## config.mk

```make
export PLATFORM = sky130hd
export DESIGN_NAME = sonar_sweep_uc
export DESIGN_NICKNAME = d
export VERILOG_FILES = /design/src/rtl/sonar_pkg.sv /design/src/rtl/sonar_contador_m.sv /design/src/rtl/sonar_sweep_uc.sv
export SDC_FILE = /design/constraint.sdc
export NUM_CORES = 1
export LEC_CHECK = 0
export CORE_AREA = 8 8 79 81
export CTS_CLUSTER_DIAMETER = 30
export DETAILED_ROUTE_END_ITERATION = 8
export DIE_AREA = 0 0 87 89
export GPL_TIMING_DRIVEN = 0
export PLACE_DENSITY = 0.66
export SYNTH_ARGS = -nofsm -noshare
export SYNTH_HDL_FRONTEND = slang
export SYNTH_SLANG_ARGS = --single-unit
```

## constraint.sdc

```tcl
create_clock -name clock -period 2 [get_ports clock]
set_input_delay 0.4 -clock clock [delete_from_list [all_inputs] [get_ports clock]]
set_output_delay 0.4 -clock clock [all_outputs]
set_load 0.01 [all_outputs]
```

## src/rtl/sonar_pkg.sv

```systemverilog
// Shared types and constants for the sonar sweep control unit.
// Ping-pong stepping in sonar_sweep_uc is enabled by defining SONAR_PINGPONG_EN.
package sonar_pkg;

    localparam int DB_ESTADO_W     = 4;
    localparam int N_POS_DEF       = 8;
    localparam int N_CHARS_DEF     = 8;
    localparam int MAX_RETRY_DEF   = 3;
    localparam int WAIT_CYCLES_DEF = 100000000;

    typedef enum logic [DB_ESTADO_W-1:0] {
        INICIAL   = 4'd0,
        TRIGGER   = 4'd1,
        AGUARDA   = 4'd2,
        PARTIDA   = 4'd3,
        TRANSMITE = 4'd4,
        PROX_CHAR = 4'd5,
        ESPERA    = 4'd6,
        GIRA      = 4'd7
    } estado_t;

    // Counter width for n distinct values, never narrower than one bit.
    function automatic int width_of(input int n);
        return (n > 1) ? $clog2(n) : 1;
    endfunction

endpackage

```

## src/rtl/sonar_contador_m.sv

```systemverilog
// Modulo-MODULO up/down counter with clear, enable and terminal-count flags.
module sonar_contador_m #(
    parameter int MODULO = 8,
    parameter int W      = 3
) (
    input  logic         clock,
    input  logic         reset,
    input  logic         clear,
    input  logic         enable,
    input  logic         down,
    output logic [W-1:0] count,
    output logic         tc_max,
    output logic         tc_min
);

    localparam logic [W-1:0] LAST = W'(MODULO - 1);

    always_ff @(posedge clock) begin
        if (reset || clear) begin
            count <= '0;
        end else if (enable) begin
            if (down) begin
                count <= (count == '0) ? LAST : count - W'(1);
            end else begin
                count <= (count == LAST) ? '0 : count + W'(1);
            end
        end
    end

    assign tc_max = (count == LAST);
    assign tc_min = (count == '0);

endmodule

```

## src/rtl/sonar_sweep_uc.sv

```systemverilog
// Control unit for the sonar sweep: trigger, echo wait with retries, serial frame, dwell, step.
// Define SONAR_PINGPONG_EN to build the direction register and ping-pong stepping.
module sonar_sweep_uc
    import sonar_pkg::*;
#(
    parameter int N_POS       = N_POS_DEF,
    parameter int N_CHARS     = N_CHARS_DEF,
    parameter int MAX_RETRY   = MAX_RETRY_DEF,
    parameter int WAIT_CYCLES = WAIT_CYCLES_DEF
) (
    input  logic                          clock,
    input  logic                          reset,
    input  logic                          ligar,
    input  logic                          modo,
    input  logic                          pronto_medida,
    input  logic                          pronto_transmissao,
    input  logic                          timeout_echo,
    output logic                          zera,
    output logic                          medir,
    output logic                          conta_timeout_echo,
    output logic                          partida_serial,
    output logic [width_of(N_CHARS)-1:0]  char_idx,
    output logic [width_of(N_POS)-1:0]    posicao,
    output logic                          erro_medida,
    output logic                          fim_posicao,
    output logic [DB_ESTADO_W-1:0]        db_estado
);

    localparam int CW = width_of(N_CHARS);
    localparam int PW = width_of(N_POS);
    localparam int DW = width_of(WAIT_CYCLES);
    localparam int RW = width_of(MAX_RETRY + 1);

    estado_t         estado;
    estado_t         prox_estado;
    logic [RW-1:0]   retry;
    logic [DW-1:0]   dwell;
    logic            retry_inc;
    logic            erro_set;
    logic            char_en;
    logic            char_tc;
    logic            dwell_en;
    logic            dwell_tc;
    logic            gira;
    logic            step_up;
    logic            pos_tc_max;
    logic            pos_tc_min;
    logic            char_min_unused;
    logic            dwell_min_unused;

    always_ff @(posedge clock) begin
        if (reset) begin
            estado <= INICIAL;
        end else begin
            estado <= prox_estado;
        end
    end

    // Echo timeouts re-trigger until the retry budget runs out; a simultaneous echo always wins.
    always_comb begin
        prox_estado        = estado;
        zera               = 1'b0;
        medir              = 1'b0;
        conta_timeout_echo = 1'b0;
        partida_serial     = 1'b0;
        fim_posicao        = 1'b0;
        retry_inc          = 1'b0;
        erro_set           = 1'b0;
        char_en            = 1'b0;
        dwell_en           = 1'b0;
        gira               = 1'b0;
        case (estado)
            INICIAL: begin
                zera = 1'b1;
                if (ligar) prox_estado = TRIGGER;
            end
            TRIGGER: begin
                medir       = 1'b1;
                zera        = 1'b1;
                prox_estado = AGUARDA;
            end
            AGUARDA: begin
                conta_timeout_echo = 1'b1;
                if (pronto_medida) begin
                    prox_estado = PARTIDA;
                end else if (timeout_echo) begin
                    if (retry < RW'(MAX_RETRY)) begin
                        retry_inc   = 1'b1;
                        prox_estado = TRIGGER;
                    end else begin
                        erro_set    = 1'b1;
                        prox_estado = PARTIDA;
                    end
                end
            end
            PARTIDA: begin
                partida_serial = 1'b1;
                prox_estado    = TRANSMITE;
            end
            TRANSMITE: begin
                if (pronto_transmissao) prox_estado = char_tc ? ESPERA : PROX_CHAR;
            end
            PROX_CHAR: begin
                char_en     = 1'b1;
                prox_estado = PARTIDA;
            end
            ESPERA: begin
                fim_posicao = 1'b1;
                dwell_en    = !dwell_tc;
                if (dwell_tc && ligar) prox_estado = GIRA;
            end
            GIRA: begin
                gira        = 1'b1;
                prox_estado = TRIGGER;
            end
            default: prox_estado = INICIAL;
        endcase
    end

    always_ff @(posedge clock) begin
        if (reset || gira) begin
            retry <= '0;
        end else if (retry_inc) begin
            retry <= retry + RW'(1);
        end
    end

    always_ff @(posedge clock) begin
        if (reset || gira) begin
            erro_medida <= 1'b0;
        end else if (erro_set) begin
            erro_medida <= 1'b1;
        end
    end

`ifdef SONAR_PINGPONG_EN
    logic dir_up;

    // Bounce off either end; modo is only looked at on the GIRA step itself.
    assign step_up = !modo || (dir_up ? !pos_tc_max : pos_tc_min);

    always_ff @(posedge clock) begin
        if (reset) begin
            dir_up <= 1'b1;
        end else if (gira && modo) begin
            dir_up <= step_up;
        end
    end
`else
    logic [2:0] pos_flags_unused;

    assign step_up          = 1'b1;
    assign pos_flags_unused = {pos_tc_max, pos_tc_min, modo};
`endif

    sonar_contador_m #(.MODULO(N_CHARS), .W(CW)) u_char (
        .clock  (clock),
        .reset  (reset),
        .clear  (gira),
        .enable (char_en),
        .down   (1'b0),
        .count  (char_idx),
        .tc_max (char_tc),
        .tc_min (char_min_unused)
    );

    sonar_contador_m #(.MODULO(N_POS), .W(PW)) u_posicao (
        .clock  (clock),
        .reset  (reset),
        .clear  (1'b0),
        .enable (gira),
        .down   (!step_up),
        .count  (posicao),
        .tc_max (pos_tc_max),
        .tc_min (pos_tc_min)
    );

    sonar_contador_m #(.MODULO(WAIT_CYCLES), .W(DW)) u_dwell (
        .clock  (clock),
        .reset  (reset),
        .clear  (gira),
        .enable (dwell_en),
        .down   (1'b0),
        .count  (dwell),
        .tc_max (dwell_tc),
        .tc_min (dwell_min_unused)
    );

    assign db_estado = estado;

endmodule

```

---- Word-level counts from Yosys, hierarchy flattened ----
Index checks and enable logic that the tools add are counted.
Widths: inputs -> output; s select.
operators by class
  add/sub/neg operators ................... 4
  magnitude comparators ................... 1
  equality and inequality tests ........... 14
  multiplexer cells ....................... 27
  reductions and logical operators ........ 6
operators with widths
  kind                   number
  $pmux 4 s8             1
  $add 27x1->27 const B  1
  $eq 27x27->1 const B   1
  $mux 27                1
  $mux 4                 5
  $eq 4x3->1 const B     4
  $mux 1                 16
  $eq 4x2->1 const B     2
  $add 3x1->3 const B    2
  $eq 3x3->1 const B     2
  $mux 3                 2
  $ne 2x2->1 const B     3
  $eq 4x1->1 const B     1
  $logic_not 4->1        1
  $mux 2                 2
  $reduce_and 4->1       1
  $ne 3x3->1 const B     1
  $add 2x1->2 const B    1
  $lt 2x2->1 const B     1
  $reduce_or 2->1        1
  $logic_and 1x1->1      1
  $logic_not 1->1        1
  $logic_or 1x1->1       1
storage, ports and cells
  bits in registers ....................... 40
  output and inout bits ................... 16
  logic and storage cells ................. 58

---- Longest topological paths before layout ----
Gate-level depths: netlist of run 1.
  word-level depth ........................ 5
  gate-level depth with buffers ........... 7
  depth with buffers taken out ............ 5

---- Hierarchy ----
A second synthesis of run 1 with hierarchy kept.
unflattened totals
  cells, all modules ...................... 453
  area total of the unflattened synthesis .. 3,313.2 um^2
modules (own cells, without submodules)
  module                         times used  cells each  area an instance (um^2)  sequential area each (um^2)
  sonar_contador_m (u_dwell)     1           350         2,446.1                  540.5
  sonar_contador_m (u_char ...)  2           27          230.2                    60.1
  sonar_sweep_uc                 1           49          406.6                    120.1

---- Worst setup path before layout of run 1 ----
No wires, ideal clock.
  path kind ............................... reg2reg
  start ................................... register u_dwell.count[4]
  end ..................................... register u_dwell.count[26]
  library setup time ...................... 0.074 ns
  arrival time ............................ 2.111 ns
  required time ........................... 1.926 ns
  slack ................................... -0.185 ns
  cell stages (with the launch flop) ...... 7
  cell sequence ........................... dfxtp_1 nand3_2 or4_4 or4_1 buf_2 or4_1 o21ai_0
between the ends
  longest elaborated chain between the ends .. 3
  elaborated cells on any way between the ends .. 5
  those cells by class .................... add/sub: 1; eq/ne: 1; mux: 2; reduce/logical: 1
RTL lines
  item                                                                   RTL line                RTL
  start: declaration                                                     sonar_contador_m.sv:11  output logic [W-1:0] count,
  start signal: assignment                                               sonar_contador_m.sv:23  count <= (count == '0) ? LAST : count - W'(1);
  start signal: assignment                                               sonar_contador_m.sv:25  count <= (count == LAST) ? '0 : count + W'(1);
  parallel branches: the longest is 3 deep, another holds $add 27x1->27  --
Several ways; the timed one is not identified.
A chain may end at the register's enable or synchronous reset.

---- Final worst setup path of run 1 ----
  start ................................... register u_dwell.count[6]
  end ..................................... register u_dwell.count[26]
Same word-level chain as after synthesis.

==> metrics.md, run 1 <==
| Metric | Value |
|---|---|
| Hpwl dp | `3.24 mm` |
| Final Power | `roughly 1.5 mW` |
| CP Cell Sequence | `nand3_4 -> or4_4 -> or4_4 -> or4_1 -> o21ai_1` |
| Initial core utilization | `between 30% and 40%` |
| IO Pins | `23` |
| Seq/Total Area, Yosys | `between 30% and 40%` |
| Vias | `around 1900` |
| Crit-path slowest cell | `or4_4` |
| Yosys cell types | `between 40 and 50` |
| R2R depth | `5` |
| DRC Markers | `0` |
| Port Buf Inserts | `20` |
| Maximum VDD drop | `approximately 0.33 mV` |
| R2r setup slk | `-0.009 ns` |
| Crit-path most repeated cell | `or4_4` |
| Synthesized area | `1970 µm²` |
| Crit path required time | `approximately 2.2 ns` |
| Fraction of layout cells with a size suffix above 1 | `about a fifth` |
| Placement Rows | `26` |
| Die H | `89 µm` |
| Clk_lat worst skew | `~0.29 ns` |
| Min-delay worst type | `reg -> reg` |
| Post-route cell area | `2580 µm²` |
| H-tree levels | `2` |
| Power Density | `approximately 580 nW/µm²` |
| Largest net degree at the start of global routing | `12` |
| WHS Endpoint | `erro_medida$_SDFFE_PP0P_` |
| N_diodes | `0` |
| Seq pwr share | `a little over half` |
| Status | `complete, but fails checks` |
| Fmax | `0.498 GHz` |
| DRT iter0 DRCs | `76` |
| Post-synthesis average cell area | `about 8.4 µm²` |
| Post-Syn Nets | `249` |
| Initial antenna violation count | `0` |
| Area Growth Syn to Fin | `31.0%` |
| Tmin final | `2.01 ns` |
| Synthesized instance count | `around 240` |
| Routed wire length | `just under 5 mm` |
| Synth top area share | `39.6%` |
| Slew HR | `between 60% and 70%` |
| Yosys top cell by area | `dfxtp_1` |
| Die width | `87 µm` |
| Number of synthesized register bits | `39` |
| Area contributors post-synth | `dfxtp_1 (40%), nor2_1 (5.3%), a21oi_1 (4.1%), ha_1 (3.8%), nand2_1 (2.9%)` |
| CP Launch Type | `register` |
| CP endpoint kind | `register` |
| Drt pass-1 iters | `5` |
| Crit-path max FO | `6` |
| Leak | `0.979 nW` |
| Setup violations, final | `1` |
| Final hold violation count | `0` |
| Reg clk slew, reported paths | `0.08 ns` |
| Max-slew violations | `0` |
| Max-Cap Viols | `0` |
| Max incr delay on CP | `between 0.5 and 0.6 ns` |
| CTS tree | `yes` |
| Wire per inst | `between 10 and 15 µm` |
| Pint | `around 1.1 mW` |
| Fin crit share | `100%` |
| Setup Skew | `0.00510 ns` |
| CTS Buf Count | `5` |
| CTS root buf | `clkbuf_8` |
| GRT Util Overall | `between 10 and 15%` |
| R2R Path End | `u_dwell.count[26]$_SDFFE_PP0P_` |
| Worst Path Arrival | `about 2.2 ns` |
| Clock network fraction of design power | `between 40% and 50%` |
| CP bufs+invs | `0` |
| Comb pwr share | `7.9%` |
| P_sw | `352 µW` |
| Wire length of the first global-routing pass | `around 8.5 mm` |
| Crit path max-delay family | `simple AND/OR/NAND/NOR gates` |
| CTS max path bufs | `2` |
| # hold bufs at CTS | `0` |
| Critical path class | `reg -> reg` |
| Core box area | `approximately 5000 µm²` |
| Vias in the first global route | `approximately 1900` |
| ANT nets after route | `0` |
| Clock sinks | `39` |
| Unrepaired setup endpoints after global routing | `yes` |
| Fin Hold WS | `approximately 0.47 ns` |
| Via-to-Cell Ratio | `5.45` |
| GRT Residual Overflow | `0` |
| Failing checks | `negative setup slack` |
| RePlAce Congestion | `~0.77` |
| Switching Share | `23.5%` |
| Reg2reg start | `u_dwell.count[6]$_SDFFE_PP0P_` |
| Worst hold path stage count | `2` |
| Final setup TNS | `-0.00853 ns` |
| Die Area | `between 7000 and 8000 µm²` |
| Synth warn | `0` |
| Placed Area | `~2300 µm²` |
| Worst Tran Pin Value | `slightly above 0.5 ns` |
| Slack of the critical path | `-0.00853 ns` |
| Worst Min Path Start | `erro_medida$_SDFFE_PP0P_` |
| Commonest cells after routing, fill and taps aside | `nor2_1 (28), dfxtp_1 (28), a21oi_1 (16), clkdlybuf4s50_1 (16)` |
| Nets | `between 200 and 300` |
-- Yosys cell counts (all sizes together) --
library cell and instances:
inv 8, mux2i 5, o21ai 10, and3 5, o211a 1, a22o 1, and2 2, a211oi 2
and4b 1, conb 1, a31oi 5, a311oi 2, o211ai 1, clkbuf 9, or3 5, xnor2 5
dfxtp 39, nand3b 1, nand4 8, nor4b 2, a21oi 16, nor3 4, o2111ai 1, xor2 5
o31ai 5, and4 3, nand2 15, ha 6, nand3 9, nor3b 4, nor2 28, nor2b 4
buf 2, nor4 7, or4 7, nand2b 2, o21a 5
-- how the worst max path moves through the flow --
stage / start / endpoint / cells past startpoint
2_1_floorplan: u_dwell.count[4]$_SDFFE_PP0P_ / u_dwell.count[26]$_SDFFE_PP0P_ / 6
6_report: u_dwell.count[6]$_SDFFE_PP0P_ / u_dwell.count[26]$_SDFFE_PP0P_ / 5
3_5_place_dp: db_estado[1]$_SDFFE_PP0P_ / u_dwell.count[23]$_SDFFE_PP0P_ / 7
4_1_cts: u_dwell.count[5]$_SDFFE_PP0P_ / u_dwell.count[26]$_SDFFE_PP0P_ / 6
3_3_place_gp: db_estado[1]$_SDFFE_PP0P_ / u_dwell.count[23]$_SDFFE_PP0P_ / 7
5_1_grt: u_dwell.count[5]$_SDFFE_PP0P_ / u_dwell.count[26]$_SDFFE_PP0P_ / 5
-- metrics by stage --
| stage | instances | worst slack [ns] | utilization, % |
|---|---|---|---|
| floorplan | 236 | -0.0453 | - |
| global placement | 326 | -0.250 | 45.5 |
| detailed placement | 326 | -0.302 | 45.5 |
| CTS | 341 | -0.0211 | 50.7 |
| global route | 344 | -0.0628 | 51.9 |
| finish | 344 | -0.00853 | 51.9 |
-- sequential cells by signal (all words and copies together), names as in the netlist --
register,cells
u_char.count,3
u_dwell.count,27
erro_medida,1
db_estado,3
u_posicao.count,3
retry,2
-- logic make-up after synthesis --
family / Yosys count / synth area share [%]
buffers and inverters: 19 / 3.87
AND/OR/NAND/NOR: 107 / 30.1
flip-flops: 39 / 39.6
multiplexers: 5 / 2.54
AO/OA/AOI/OAI: 49 / 15.4
other: 1 / 0.190
XOR/XNOR: 10 / 4.44
adder cells (fa/ha/maj): 6 / 3.81
-- power by group through the flow --
| stage | registers [mW] | logic (mW) | clock network [mW] |
|---|---|---|---|
| after detailed placement | 0.803 | 0.112 | 0 |
| after global placement | 0.802 | 0.111 | 0 |
| after floorplan | 0.804 | 0.0604 | 0 |
| after global routing | 0.782 | 0.129 | 0.637 |
| final | 0.781 | 0.118 | 0.599 |
| after CTS | 0.785 | 0.116 | 0.607 |
-- worst register-to-register path: stages (launching register included) --
cell and delay (ns):
dfxtp_4 0.37, nand3_4 0.07, or4_4 0.54, or4_4 0.47
or4_1 0.41, o21ai_1 0.08
-- per-layer routing --
| metal | up-vias | GRT usage (%) | part of all wire [%] |
|---|---|---|---|
| li1 | 932 | - | - |
| met1 | 898 | 15.4 | 47 |
| met2 | 39 | 24.1 | 48 |
| met3 | 7 | 3.40 | 3.5 |
| met4 | 0 | 6.26 | 1.2 |
| met5 | - | 0 | 0 |
-- area by class of cell --
| class | count | area (µm²) |
|---|---|---|
| Buffer | 8 | 63.8 |
| Fill cell | 487 | 2390 |
| Timing Repair Buffer | 33 | 293 |
| Clock buffer | 8 | 100 |
| Tap cell | 70 | 87.6 |
| Inverter | 8 | 30.0 |
| Multi-Input combinational cell | 178 | 1200 |
| Sequential cell | 39 | 810 |
-- repair_timing --
action,in CTS,in global routing
pin swaps,3,3
buffers inserted,9,4
endpoints found under the setup margin,20,16
gates resized for setup,39,9
Note: power is estimated with default switching activity, not from simulation.
==> run 2: changes to the inputs <==
--- a/config.mk
+++ b/config.mk
@@ -5,10 +5,11 @@
 export SDC_FILE = /design/constraint.sdc
 export NUM_CORES = 1
 export LEC_CHECK = 0
-export CORE_AREA = 8 8 79 81
+export CAP_MARGIN = 5
+export CORE_AREA = 2 2 73 75
 export CTS_CLUSTER_DIAMETER = 30
 export DETAILED_ROUTE_END_ITERATION = 8
-export DIE_AREA = 0 0 87 89
+export DIE_AREA = 0 0 75 77
 export GPL_TIMING_DRIVEN = 0
 export PLACE_DENSITY = 0.66
 export SYNTH_ARGS = -nofsm -noshare
==> metrics.md, run 2 (synthesis results as in run 1) <==
| Metric | Value |
|---|---|
| CTS root buf | `clkbuf_8` |
| Clk_lat worst skew | `0.29 ns (about the same)` |
| Commonest cells after routing, fill and taps aside | `nor2_1 (28), dfxtp_1 (28), a21oi_1 (16), clkdlybuf4s50_1 (16)` |
| Cell Count, Final, Fillers Out | `342 (-0.58%)` |
| Setup Skew | `0.00499 ns (-0.000107 ns)` |
| Tmin final | `2.07 ns (+0.0579 ns)` |
| Max-Cap Viols | `0 (unchanged)` |
| Hpwl dp | `3.06 mm (-5.7%)` |
| DRT iter0 DRCs | `131 (+72%)` |
| Vias | `1893 (+0.91%)` |
| IO Pins | `23 (unchanged)` |
| Reg clk slew, reported paths | `0.07 ns (about the same)` |
| RePlAce Congestion | `0.774 (+0.12%)` |
| Wire per inst | `13.9 µm (-1.8%)` |
| Area Growth Syn to Fin | `30.6%` |
| Vias in the first global route | `1751 (-5.8%)` |
| CP endpoint kind | `register` |
| Leak | `0.968 nW (-1.2%)` |
| Crit path required time | `2.19 ns (-0.04 ns)` |
| Clock sinks | `39 (unchanged)` |
| Status | `complete, but fails checks` |
| N_diodes | `0 (unchanged)` |
| CP endpoint | `u_dwell.count[22]$_SDFFE_PP0P_` |
| Initial core utilization | `39.6% (unchanged)` |
| Fraction of layout cells with a size suffix above 1 | `20.2% (+1.6 points)` |
| # hold bufs at CTS | `0 (unchanged)` |
| Routed wire length | `4.75 mm (-2.4%)` |
| Max incr delay on CP | `0.49 ns (-0.05 ns)` |
| Drt pass-1 iters | `4 (-1)` |
| Die Area | `5780 µm² (-25%)` |
| Nets | `286 (unchanged)` |
| Most flops, register | `u_dwell.count` |
| Fmax | `0.484 GHz (-2.8%)` |
| Max-slew violations | `0 (unchanged)` |
| Final hold violation count | `0 (unchanged)` |
| R2R Path End | `u_dwell.count[22]$_SDFFE_PP0P_` |
| Die width | `75 µm (-14%)` |
| DRC Markers | `0 (unchanged)` |
| Fin crit share | `103% (+2.9 points)` |
| Worst Tran Pin Value | `0.559 ns (+0.0553 ns)` |
| Setup violations, final | `3 (+2)` |
| Crit-path max FO | `3 (-3)` |
| Core box area | `4980 µm² (unchanged)` |
| Unrepaired setup endpoints after global routing | `yes` |
| Placed Area | `2260 µm² (unchanged)` |
| Max reg flops | `27 (unchanged)` |
| GRT Residual Overflow | `0 (unchanged)` |
| Worst Path Arrival | `2.25 ns (about the same)` |
| R2R depth | `6 (+1)` |
| Critical path class | `reg -> reg` |
| CP Launch Type | `register` |
| Die H | `77 µm (-13%)` |
| CP Launch Point | `u_dwell.count[10]$_SDFFE_PP0P_` |
| Min-delay worst type | `reg -> reg` |
| CTS max path bufs | `2 (unchanged)` |
| Via-to-Cell Ratio | `5.54 (+1.5%)` |
| Crit-path slowest cell | `or4_4` |
| Wire length of the first global-routing pass | `7.82 mm (-8.1%)` |
| CTS tree | `yes` |
| Post-route cell area | `2570 µm² (-0.29%)` |
| Port Buf Inserts | `20 (unchanged)` |
| Failing checks | `negative setup slack` |
| Slew HR | `62.7% (-3.7 points)` |
| ANT nets after route | `0 (unchanged)` |
| GRT Util Overall | `17.3% (+3.5 points)` |
| Power Density | `539 nW/µm² (-7.0%)` |
| Fin Hold WS | `0.482 ns (+0.00996 ns)` |
| Reg2reg start | `u_dwell.count[10]$_SDFFE_PP0P_` |
| Initial antenna violation count | `0 (unchanged)` |
| CP Cell Sequence | `nand4_1 -> or4_4 -> or4_4 -> buf_6 -> o21a_1 -> o21a_1` |
| Cell Count Post-Placement | `326 (unchanged)` |
| Maximum VDD drop | `0.357 mV (+8.3%)` |
| CTS Buf Count | `5 (unchanged)` |
| Slack of the critical path | `-0.0665 ns (-0.0579 ns)` |
| Largest net degree at the start of global routing | `11 (-1)` |
| R2r setup slk | `-0.07 ns (-0.06 ns)` |
| H-tree levels | `2 (unchanged)` |
| Placement Rows | `26 (unchanged)` |
run 2: layout make-up:
type                    instances  area, µm²
repair buffers                 34        308
well taps                      70       87.6
multi-input cells             178       1210
inverters                       8       30.0
fillers                       484       2400
clock buffers                   6       72.6
plain buffers                   7       60.1
flip-flops and latches         39        807
run 2: worst min path at each step:
stage | startpoint | end | slack, ns | cells past startpoint
detailed placement | erro_medida$_SDFFE_PP0P_ | erro_medida$_SDFFE_PP0P_ | 0.47 | 2
global route | u_dwell.count[2]$_SDFFE_PP0P_ | u_dwell.count[2]$_SDFFE_PP0P_ | 0.52 | 1
global placement | u_dwell.count[2]$_SDFFE_PP0P_ | u_dwell.count[2]$_SDFFE_PP0P_ | 0.45 | 1
CTS | erro_medida$_SDFFE_PP0P_ | erro_medida$_SDFFE_PP0P_ | 0.48 | 2
finish | erro_medida$_SDFFE_PP0P_ | erro_medida$_SDFFE_PP0P_ | 0.48 | 2
floorplan | u_dwell.count[26]$_SDFFE_PP0P_ | u_dwell.count[26]$_SDFFE_PP0P_ | 0.44 | 2
run 2: layer usage:
metal / vias to the layer above / global-route usage, % / part of all wire (%)
met5: - / 0 / 0
met1: 871 / 22.6 / 46
met2: 71 / 25.9 / 46
met4: 0 / 8.39 / 2.0
li1: 940 / - / -
met3: 11 / 4.47 / 5.5
run 2: stage by stage:
step | total power [mW] | util [%] | TNS [ns] | setup slack (ns)
after CTS | 1.40 | 49.7 | -0.186 | -0.0717
after global routing | 1.44 | 51.7 | -0.221 | -0.0953
after global placement | 0.913 | 45.5 | -1.85 | -0.247
after detailed placement | 0.913 | 45.5 | -1.95 | -0.260
after floorplan | 0.865 | - | -0.0453 | -0.0453
final | 1.39 | 51.7 | -0.167 | -0.0665
run 2: timing repair:
action,in CTS,in global routing
endpoints found under the setup margin,18,15
pin swaps,3,4
setup buffers,7,7
gates resized for setup,38,14
run 2: report_power, final:
part | switching [mW] | internal (mW) | total, mW
clock network | 0.258 | 0.232 | 0.490
registers | 0.00759 | 0.775 | 0.783
logic | 0.0593 | 0.0565 | 0.116
total | 0.325 | 1.06 | 1.39
run 2: critical path, delay by kind of cell (launching register included):
family | cells | cell delay (ns)
AND/OR/NAND/NOR | 3 | 1.15
flip-flops | 1 | 0.36
AO/OA/AOI/OAI | 2 | 0.33
buffers and inverters | 1 | 0.14
==> run 3: changes to the inputs <==
--- a/config.mk
+++ b/config.mk
@@ -6,12 +6,12 @@
 export NUM_CORES = 1
 export LEC_CHECK = 0
 export CAP_MARGIN = 5
-export CORE_AREA = 2 2 73 75
+export CORE_AREA = 2 2 66 68
 export CTS_CLUSTER_DIAMETER = 30
 export DETAILED_ROUTE_END_ITERATION = 8
-export DIE_AREA = 0 0 75 77
+export DIE_AREA = 0 0 68 70
 export GPL_TIMING_DRIVEN = 0
-export PLACE_DENSITY = 0.66
+export PLACE_DENSITY = 0.78
 export SYNTH_ARGS = -nofsm -noshare
 export SYNTH_HDL_FRONTEND = slang
 export SYNTH_SLANG_ARGS = --single-unit
==> metrics.md, run 3 (synthesis results as in run 1) <==
| Metric | Value |
|---|---|
| DRC Markers | `0 (unchanged)` |
| Reg clk slew, reported paths | `0.08 ns (about the same)` |
| Wire per inst | `15.4 µm (+10%)` |
| Crit path required time | `2.23 ns (+0.04 ns)` |
| Setup Skew | `0.0104 ns (+0.00536 ns)` |
| Clock sinks | `39 (unchanged)` |
| DRT iter0 DRCs | `248 (+89%)` |
| Tmin final | `2.03 ns (-0.0343 ns)` |
| Vias | `1959 (+3.5%)` |
| ANT nets after route | `0 (unchanged)` |
| Worst Path Arrival | `2.26 ns (about the same)` |
| Final setup TNS | `-0.0322 ns (+0.135 ns)` |
| CTS root buf | `clkbuf_8` |
| IO Pins | `23 (unchanged)` |
| Die H | `70 µm (-9.1%)` |
| Min-delay worst type | `reg -> reg` |
| Initial antenna violation count | `0 (unchanged)` |
| Core box area | `4140 µm² (-17%)` |
| Via-to-Cell Ratio | `5.92 (+6.9%)` |
| Leak | `0.974 nW (+0.70%)` |
| Fraction of layout cells with a size suffix above 1 | `21.9% (+1.6 points)` |
| Worst Tran Pin Value | `0.564 ns (+0.00479 ns)` |
| Die width | `68 µm (-9.3%)` |
| Fin crit share | `102% (-1.7 points)` |
| # hold bufs at CTS | `0 (unchanged)` |
| Critical path class | `reg -> reg` |
| Multi-input logic area | `1200 µm² (-0.83%)` |
| Status | `complete, but fails checks` |
| Unrepaired setup endpoints after global routing | `yes` |
| CP Launch Type | `register` |
| N_diodes | `0 (unchanged)` |
| Hpwl dp | `3.08 mm (+0.58%)` |
| Final hold violation count | `0 (unchanged)` |
| Nets | `291 (+1.7%)` |
| RePlAce Congestion | `0.780 (+0.85%)` |
| Largest net degree at the start of global routing | `13 (+2)` |
| Cell Count, Final, Fillers Out | `331 (-3.2%)` |
| Crit-path max FO | `5 (+2)` |
| Clk_lat worst skew | `0.30 ns (about the same)` |
| Initial core utilization | `47.6% (+8.0 points)` |
| H-tree levels | `2 (unchanged)` |
| Port Buf Inserts | `20 (unchanged)` |
| Commonest cells after routing, fill and taps aside | `dfxtp_1 (28), nor2_1 (27), buf_4 (19), a21oi_1 (16), clkdlybuf4s50_1 (16)` |
| Slack of the critical path | `-0.0322 ns (+0.0343 ns)` |
| Most flops, register | `u_dwell.count` |
| Max reg flops | `27 (unchanged)` |
| Max-slew violations | `0 (unchanged)` |
| Placement Rows | `24 (-7.7%)` |
| Commonest non-fill, non-tap cell in the layout | `dfxtp_1` |
| Wire length of the first global-routing pass | `8.23 mm (+5.3%)` |
| Failing checks | `negative setup slack` |
| Cell Count Post-Placement | `308 (-5.5%)` |
| Power Density | `555 nW/µm² (+2.9%)` |
| Maximum VDD drop | `0.415 mV (+17%)` |
| CTS max path bufs | `2 (unchanged)` |
| Max-Cap Viols | `0 (unchanged)` |
| CTS Buf Count | `5 (unchanged)` |
| Slew HR | `62.4% (-0.32 points)` |
| GRT Residual Overflow | `0 (unchanged)` |
| Die Area | `4760 µm² (-18%)` |
| CP endpoint kind | `register` |
| Area Growth Syn to Fin | `31.2%` |
| Routed wire length | `5.08 mm (+6.9%)` |
| FF/Latch Area | `805 µm² (-0.31%)` |
| Drt pass-1 iters | `5 (+1)` |
| CTS tree | `yes` |
| Vias in the first global route | `1772 (+1.2%)` |
| Fmax | `0.492 GHz (+1.7%)` |
| Fillers | `345 (-29%)` |
| Setup violations, final | `1 (-2)` |
| GRT Util Overall | `22.4% (+5.2 points)` |
-- run 3: power by group --
| group | total, mW | switching, mW | internal (mW) |
|---|---|---|---|
| logic | 0.115 | 0.0587 | 0.0564 |
| registers | 0.783 | 0.00730 | 0.776 |
| clock network | 0.538 | 0.294 | 0.244 |
| total | 1.44 | 0.360 | 1.08 |
-- run 3: final cells by class --
| class | instances | share of cell area [%] |
|---|---|---|
| Tap cell | 52 | 2.52 |
| Multi-Input combinational cell | 178 | 46.4 |
| Inverter | 8 | 1.16 |
| Timing Repair Buffer | 39 | 13.2 |
| Sequential cell | 39 | 31.1 |
| Clock inverter | 2 | 0.484 |
| Clock buffer | 6 | 2.81 |
| Buffer | 7 | 2.32 |
-- run 3: timing repair --
item	CTS	global route
endpoints found under the setup margin	16	16
pin swaps	3	7
setup buffers	13	7
resized for setup	36	12
-- run 3: final timing paths --
path                                   from                              to  slack, ns  depth (start not counted)
max reg2reg  u_dwell.count[10]$_SDFFE_PP0P_  u_dwell.count[26]$_SDFFE_PP0P_      -0.03                          5
min           u_dwell.count[2]$_SDFFE_PP0P_   u_dwell.count[2]$_SDFFE_PP0P_       0.48                          1
max          u_dwell.count[10]$_SDFFE_PP0P_  u_dwell.count[26]$_SDFFE_PP0P_      -0.03                          5
min reg2reg   u_dwell.count[2]$_SDFFE_PP0P_   u_dwell.count[2]$_SDFFE_PP0P_       0.48                          1
-- run 3: per-layer routing --
layer | global-route usage, % | wire length [µm] | up-vias
met4 | 6.67 | 134 | 0
met3 | 5.80 | 369 | 17
met5 | 0 | 0 | -
met2 | 37.1 | 2490 | 81
met1 | 28.1 | 2080 | 914
li1 | - | - | 947
-- run 3: through the flow --
stage | hold slack [ns] | area (µm²) | setup slack, ns | utilization (%) | power, mW
floorplan | 0.437 | 1980 | -0.0453 | - | 0.865
finish | 0.483 | 2590 | -0.0322 | 62.4 | 1.44
detailed placement | 0.463 | 2240 | -0.219 | 54.1 | 0.912
CTS | 0.484 | 2510 | -0.0652 | 60.5 | 1.44
global route | 0.505 | 2590 | -0.0936 | 62.4 | 1.47
global placement | 0.463 | 2240 | -0.203 | 54.1 | 0.912
-- run 3: worst max-delay path: stages (launching register included) --
cell and delay (ns):
dfxtp_2 0.36, nand4_1 0.17, or4_4 0.47, or4_4 0.46, or4_1 0.40, o21ai_1 0.09
